File: config.mk
export PLATFORM = sky130hd
export DESIGN_NAME = sumador_6b
export DESIGN_NICKNAME = d
export VERILOG_FILES = /design/src/rtl/sumador_6b_pkg.sv /design/src/rtl/sumador_1b.sv /design/src/rtl/sumador_6b.sv
export SDC_FILE = /design/constraint.sdc
export NUM_CORES = 1
export LEC_CHECK = 0
export CAP_MARGIN = 10
export CORE_AREA = 3 3 40 42
export DETAILED_ROUTE_END_ITERATION = 12
export DIE_AREA = 0 0 43 45
export DONT_BUFFER_PORTS = 1
export SLEW_MARGIN = 15
export SYNTH_ARGS = -nofsm -noshare
export SYNTH_HDL_FRONTEND = slang
export SYNTH_HIERARCHICAL = 1
export SYNTH_SLANG_ARGS = --single-unit
File: constraint.sdc
create_clock -name clk -period 1.7 [get_ports clk]
set_clock_uncertainty 0.2 [all_clocks]
set_input_delay 0.085 -clock clk [delete_from_list [all_inputs] [get_ports clk]]
set_output_delay 0.085 -clock clk [all_outputs]
set_load 0.1 [all_outputs]
File: src/rtl/sumador_6b_pkg.sv
// Shared constants for the sumador_6b registered adder.
//   SUM_WIDTH : default operand/result width in bits
package sumador_6b_pkg;

    localparam int unsigned SUM_WIDTH = 6;

endpackage : sumador_6b_pkg

File: src/rtl/sumador_1b.sv
// Combinational 1-bit full adder, one stage of the ripple chain.
//   a, b : operand bits
//   ci   : carry in
//   s    : sum bit
//   co   : carry out
module sumador_1b (
    input  logic a,
    input  logic b,
    input  logic ci,
    output logic s,
    output logic co
);

    logic p;

    // Propagate term shared by sum and carry.
    assign p  = a ^ b;
    assign s  = p ^ ci;
    assign co = (a & b) | (ci & p);

endmodule : sumador_1b

File: src/rtl/sumador_6b.sv
// Registered ripple-carry adder Y = A + B + Cin with carry, overflow and zero flags.
//   clk, rst_n : clock, asynchronous active-low reset
//   in_valid   : sample A, B, Cin this cycle
//   A, B, Cin  : operands and carry-in
//   Y, Cout    : registered sum and carry-out
//   ovf, zero  : registered signed-overflow and zero flags
//   out_valid  : outputs were updated at the last edge
module sumador_6b
    import sumador_6b_pkg::*;
#(
    parameter int unsigned WIDTH = SUM_WIDTH
) (
    input  logic             clk,
    input  logic             rst_n,
    input  logic             in_valid,
    input  logic [WIDTH-1:0] A,
    input  logic [WIDTH-1:0] B,
    input  logic             Cin,
    output logic [WIDTH-1:0] Y,
    output logic             Cout,
    output logic             ovf,
    output logic             zero,
    output logic             out_valid
);

    logic [WIDTH:0]   c;
    logic [WIDTH-1:0] s;
    logic             ovf_comb;
    logic             zero_comb;

    logic [WIDTH-1:0] y_d, y_q;
    logic             cout_d, cout_q;
    logic             ovf_d, ovf_q;
    logic             zero_d, zero_q;
    logic             out_valid_d, out_valid_q;

    // Ripple chain: carry of stage i feeds stage i+1.
    assign c[0] = Cin;

    for (genvar i = 0; i < int'(WIDTH); i++) begin : g_fa
        sumador_1b u_fa (
            .a  (A[i]),
            .b  (B[i]),
            .ci (c[i]),
            .s  (s[i]),
            .co (c[i+1])
        );
    end

    // Signed overflow: carry into and out of the sign bit disagree.
    assign ovf_comb  = c[WIDTH] ^ c[WIDTH-1];
    assign zero_comb = ~|s;

    // Capture on valid, otherwise hold results and drop the valid strobe.
    always_comb begin
        y_d         = y_q;
        cout_d      = cout_q;
        ovf_d       = ovf_q;
        zero_d      = zero_q;
        out_valid_d = 1'b0;
        if (in_valid) begin
            y_d         = s;
            cout_d      = c[WIDTH];
            ovf_d       = ovf_comb;
            zero_d      = zero_comb;
            out_valid_d = 1'b1;
        end
    end

    // Output registers.
    always_ff @(posedge clk or negedge rst_n) begin
        if (!rst_n) begin
            y_q         <= '0;
            cout_q      <= 1'b0;
            ovf_q       <= 1'b0;
            zero_q      <= 1'b0;
            out_valid_q <= 1'b0;
        end else begin
            y_q         <= y_d;
            cout_q      <= cout_d;
            ovf_q       <= ovf_d;
            zero_q      <= zero_d;
            out_valid_q <= out_valid_d;
        end
    end

    assign Y         = y_q;
    assign Cout      = cout_q;
    assign ovf       = ovf_q;
    assign zero      = zero_q;
    assign out_valid = out_valid_q;

endmodule : sumador_6b

After elaboration in Yosys (flattened, before gate mapping):

Index checks and enable logic that the tools add are counted.

* bits in writable memories: 0
* memory bits (read-only): 0
* input port bits: 16
* logic and storage cells: 39
* memories: 0
* latch bits: 0
* output and inout port bits: 10
* flip-flop bits (word level): 10

* add/sub/neg operators: 0
* reductions and logical operators: 2
* multipliers: 0
* bitwise gates (word level): 31
* shift operators: 0
* equal/unequal tests: 0
* magnitude comparators: 0
* divide/modulo/power cells: 0
* multiplexer cells: 1

Operator list (count)
* $xor A1 B1 Y1: 13
* $and A1 B1 Y1: 12
* $or A1 B1 Y1: 6
* $reduce_or A6 Y1: 1
* $logic_not A1 Y1: 1
* $mux W1: 1

Longest topological paths before layout:

* word-level depth: 14
* mapped depth: 8
* gate-level depth less buffers: 8

Hierarchy:

The synthesis kept the hierarchy.

Modules (own cells, without submodules)
* sumador_6b: seq. area each 250.2 µm², area an instance 409.1 µm², cells each 25, times used 1
* sumador_1b: seq. area each 0.0 µm², area an instance 20.0 µm², cells each 1, times used 6

Least setup slack after synthesis:

OpenSTA, ideal clock, no wires.

* kind: input port to flip-flop
* start point: in A[0]
* end point: reg zero_q (netlist: zero)
* slack: -1.457 ns
* stages: 8
* library setup time: 0.066 ns
* data required time: 1.434 ns
* arrival time: 2.891 ns
* buffers on the path: 0
* cell sequence: fa_1 > fa_1 > fa_1 > fa_1 > fa_1 > fa_1 > nor4_1 > a31o_1

* longest elaborated chain between the ends: 14
* elaborated cells between the ends (all ways): 20
* classes of those cells: bitwise: 18; reduce/logical: 2

Ends and longest elaborated chain
* start, declared: line sumador_6b.sv:16 `input logic [WIDTH-1:0] A,`
* $xor A1 B1 Y1: line sumador_1b.sv:17 `assign p = a ^ b;`
* $and A1 B1 Y1: line sumador_1b.sv:19 `assign co = (a & b) | (ci & p);`
* $or A1 B1 Y1 (*): line sumador_1b.sv:19
* $and A1 B1 Y1 (*): line sumador_1b.sv:19
* $or A1 B1 Y1 (*): line sumador_1b.sv:19
* named net c[2]: line sumador_6b.sv:26 `logic [WIDTH:0] c;`
* $and A1 B1 Y1 (*): line sumador_1b.sv:19
* $or A1 B1 Y1 (*): line sumador_1b.sv:19
* named net c[3]: line sumador_6b.sv:26
* [... 2 more ...]
* named net c[4]: line sumador_6b.sv:26
* $and A1 B1 Y1 (*): line sumador_1b.sv:19
* $or A1 B1 Y1 (*): line sumador_1b.sv:19
* named net c[5]: line sumador_6b.sv:26
* $xor A1 B1 Y1 (*): line sumador_1b.sv:18 `assign s = p ^ ci;`
* named net s[5]: line sumador_6b.sv:27 `logic [WIDTH-1:0] s;`
* $reduce_or A6 Y1 (*): line sumador_6b.sv:52 `assign zero_comb = ~|s;`
* $logic_not A1 Y1 (*): line sumador_6b.sv:52
* end signal, assigned: line sumador_6b.sv:82 `zero_q <= zero_d;`
* end, declared: line sumador_6b.sv:34 `logic zero_d, zero_q;`

The timed path passes the listed nets; every way through them passes the cells marked *.
A chain may end at the register's enable or synchronous reset.

Worst setup path after layout:

Ends and elaborated chain as after synthesis.

==> results.py <==
metrics = {
    "clock_tree": {
        "clk_latency_ns": 0.26,
        "post-cts-setup-buffers": 0,
        "path_clk_slew_ns": 0.07,
        "cts_root_buf": "clkbuf_4",
        "cts.sinks": 10,
        "cts-buffers-inserted": 3,
        "htree_levels": 1,
        "cts_max_path_buffers": 2,
        "cts_tree": "done",
    },
    "floorplanning": {
        "io_pins": 26,
        "core_region_area_mm2": 0.001285,
        "fp-row-count": 13,
        "initial_core_util_pct": 41.19,
        "die_area_mm2": 0.001935,
        "die_h_um": 45,
        "die_w_um": 43,
    },
    "min_path": {
        "hp-class": "in -> reg",
    },
    "worst_setup_path": {
        "crit_type": "in -> reg",
        "crit_path_max_fanout": 2,
        "cp_common_cell": "fa_2",
        "startpoint_type": "input port",
        "cpPeakStageDelay_ns": 0.56,
        "endpoint_kind": "flop",
        "critPathArrivalTime_ns": 2.71,
        "crit_family": "adder cells",
        "crit_path_cell_trace": "fa_2 -> fa_2 -> fa_2 -> fa_2 -> fa_2 -> fa_2 -> nor4_1 -> a31o_1",
        "crit_slowest_cell": "fa_2",
        "cp.required_ns": 1.65,
        "worst-path-buf-inv": 0,
    },
    "yosys": {
        "synth.yosys.warnings": 6,
        "synth_xor_area_share_pct": 1.655,
        "seq_area_frac_synth_pct": 47.28,
        "syn_inst": 31,
        "muxShareOfSynthArea_pct": 19.86,
        "synth-compound-area-share_pct": 2.600,
        "ys_ff_latch": 10,
        "synth-simple-area-share_pct": 3.783,
        "synth_top_family_by_area": "adder cells",
        "syn_nets": 53,
        "ys_types": 10,
        "synth_fa_ha_area_share_pct": 22.70,
        "syn_avg_cell_area_um2": 17.07,
        "syn-cell-area_um2": 529.3,
    },
    "placed_design": {
        "port_buffers": 0,
        "pre_cts_ws_ns": -1.323,
        "place_area_um2": 631.9,
        "place_congestion": 0.7012,
    },
    "grt": {
        "grt_pass1_vias": 355,
        "grt_util_all_layers_pct": 13.35,
        "gr-usage-met2_pct": 23.65,
        "grt_most_used_layer": "met2",
        "grt_max_degree": 13,
        "use_met3_pct": 5.179,
        "overflow": 0,
        "grt_pass1_wl_um": 1794,
        "grt_use_met1_pct": 14.36,
        "antenna_found_initial": 0,
    },
    "drt": {
        "drc": 0,
        "vias": 328,
        "drtIter0Drc": 0,
        "wire_per_inst_um": 18.69,
        "via_per_inst": 5.125,
        "first_pass_iters": 1,
        "wl_um": 1196,
        "ant_nets": 0,
    },
    "timing": {
        "period_minus_slack_ns": 2.757,
        "timing.final.hold_violations": 3,
        "max_freq_ghz": 0.3627,
        "finalSetupTns_ns": -4.712,
        "setup_slack_ns": -1.057,
        "worst_slew_pin_slew_ns": 0.5691,
        "max-slew-margin-rel_pct": 61.94,
        "drv_slew": 0,
        "fin_crit_sh_pct": 162.2,
        "hold_slack_ns": -0.009265,
        "rsz0062_at_grt": "yes",
        "setup_viol": 6,
    },
    "cells_and_area": {
        "final_common_cell": "buf_4",
        "diodes": 0,
        "fin_nets": 72,
        "fill_cells": 111,
        "drive_gt1_share_pct": 61.22,
        "multi_input_area_um2": 294.0,
        "regArea_um2": 250.2,
        "layout_common_cells": "11 x buf_4, 10 x dfrtp_1, 7 x mux2_4",
        "syn_to_final_growth_pct": 36.41,
        "fin_area_um2": 721.9,
    },
    "outcome": {
        "status": "finished with violations",
        "violations": "hold timing, setup timing",
    },
    "pwr": {
        "p_seq_share_pct": 28.5,
        "clkPwrFrac_pct": 19.2,
        "pwr-share-comb_pct": 52.3,
        "worst_ir_drop_vdd_mv": 0.6301,
        "switchingPower_w": 0.0005151,
        "p_leak_nw": 0.3250,
        "internal_power_w": 0.0005704,
        "swShare_pct": 47.45,
        "p_per_area_mw_per_mm2": 1504,
    },
    "run": {
        "drv_cap": 0,
    },
}
## sequential cells by signal, summed over array words and instances, names as in the netlist
name / cells
Y: 6
zero: 1
out_valid: 1
Cout: 1
ovf: 1
## cells by family after synthesis
| kind of cell | after synthesis |
|---|---|
| compound gates | 2 |
| xor+xnor | 1 |
| fa+ha+maj | 6 |
| buf+inv | 1 |
| flops | 10 |
| mux | 7 |
| simple gates | 4 |
## power by group through the flow
| stage | clock [W] | combinational, W | sequential [W] |
|---|---|---|---|
| final | 0.000209 | 0.000568 | 0.000309 |
| after floorplan | 0 | 0.000114 | 0.000629 |
| after global placement | 0 | 0.000527 | 0.000308 |
| after CTS | 0.000211 | 0.000552 | 0.000309 |
| after global routing | 0.000225 | 0.000585 | 0.000314 |
| after detailed placement | 0 | 0.000537 | 0.000314 |
## cell type report
class                           instances  area share, %
Timing Repair Buffer                   15          16.98
Sequential cell                        10          34.66
Tap cell                               15          2.600
Multi-Input combinational cell         20          40.73
Clock buffer                            4          5.026
## layer usage
metal | part of all wire, % | up-vias | routed length (um)
li1 | - | 139 | -
met4 | 0.67 | 0 | 8
met3 | 6.2 | 2 | 74
met5 | 0 | - | 0
met1 | 35 | 172 | 417
met2 | 58 | 15 | 694
## cell usage after synthesis
cell type,number,area share (%)
a31o_1,1,1.7
buf_6,1,2.1
nor4_1,1,1.2
dfrtp_1,10,47
mux2_4,7,20
nor2b_1,1,1.2
nor2_1,2,1.4
xnor2_1,1,1.7
a21oi_1,1,0.94
fa_1,6,23
## path summary, 6_finish.rpt
check | startpoint | end | slack, ns | depth (start not counted)
worst min-delay path | B[2] | Y[2] | -0.009 | 2
worst max register to register | Y[0] | Y[0] | 0.19 | 2
worst min register to register | Cout | Cout | 0.31 | 1
min in group asynchronous | rst_n | Y[1] | 0 | 1
max in group asynchronous | rst_n | Y[0] | 1.00 | 1
worst max-delay path | A[0] | zero | -1.06 | 8
## metrics by stage
stage / std cells / utilization (%) / hold WS [ns] / total power [W]
floorplan: 31 / - / -0.4106 / 0.0007426
global placement: 56 / 49.17 / -0.4103 / 0.0008355
detailed placement: 56 / 49.17 / -0.4103 / 0.0008508
CTS: 62 / 53.55 / -0.3500 / 0.001072
global route: 64 / 56.18 / -0.01431 / 0.001124
finish: 64 / 56.18 / -0.009265 / 0.001085
## timing repair
action,in CTS,in global routing
hold buffers,2,2
resized for setup,0,3
setup endpoints to repair,6,6
pin swaps,0,1
hold endpoints to repair,20,9
Power figures use the tool's default switching activity.
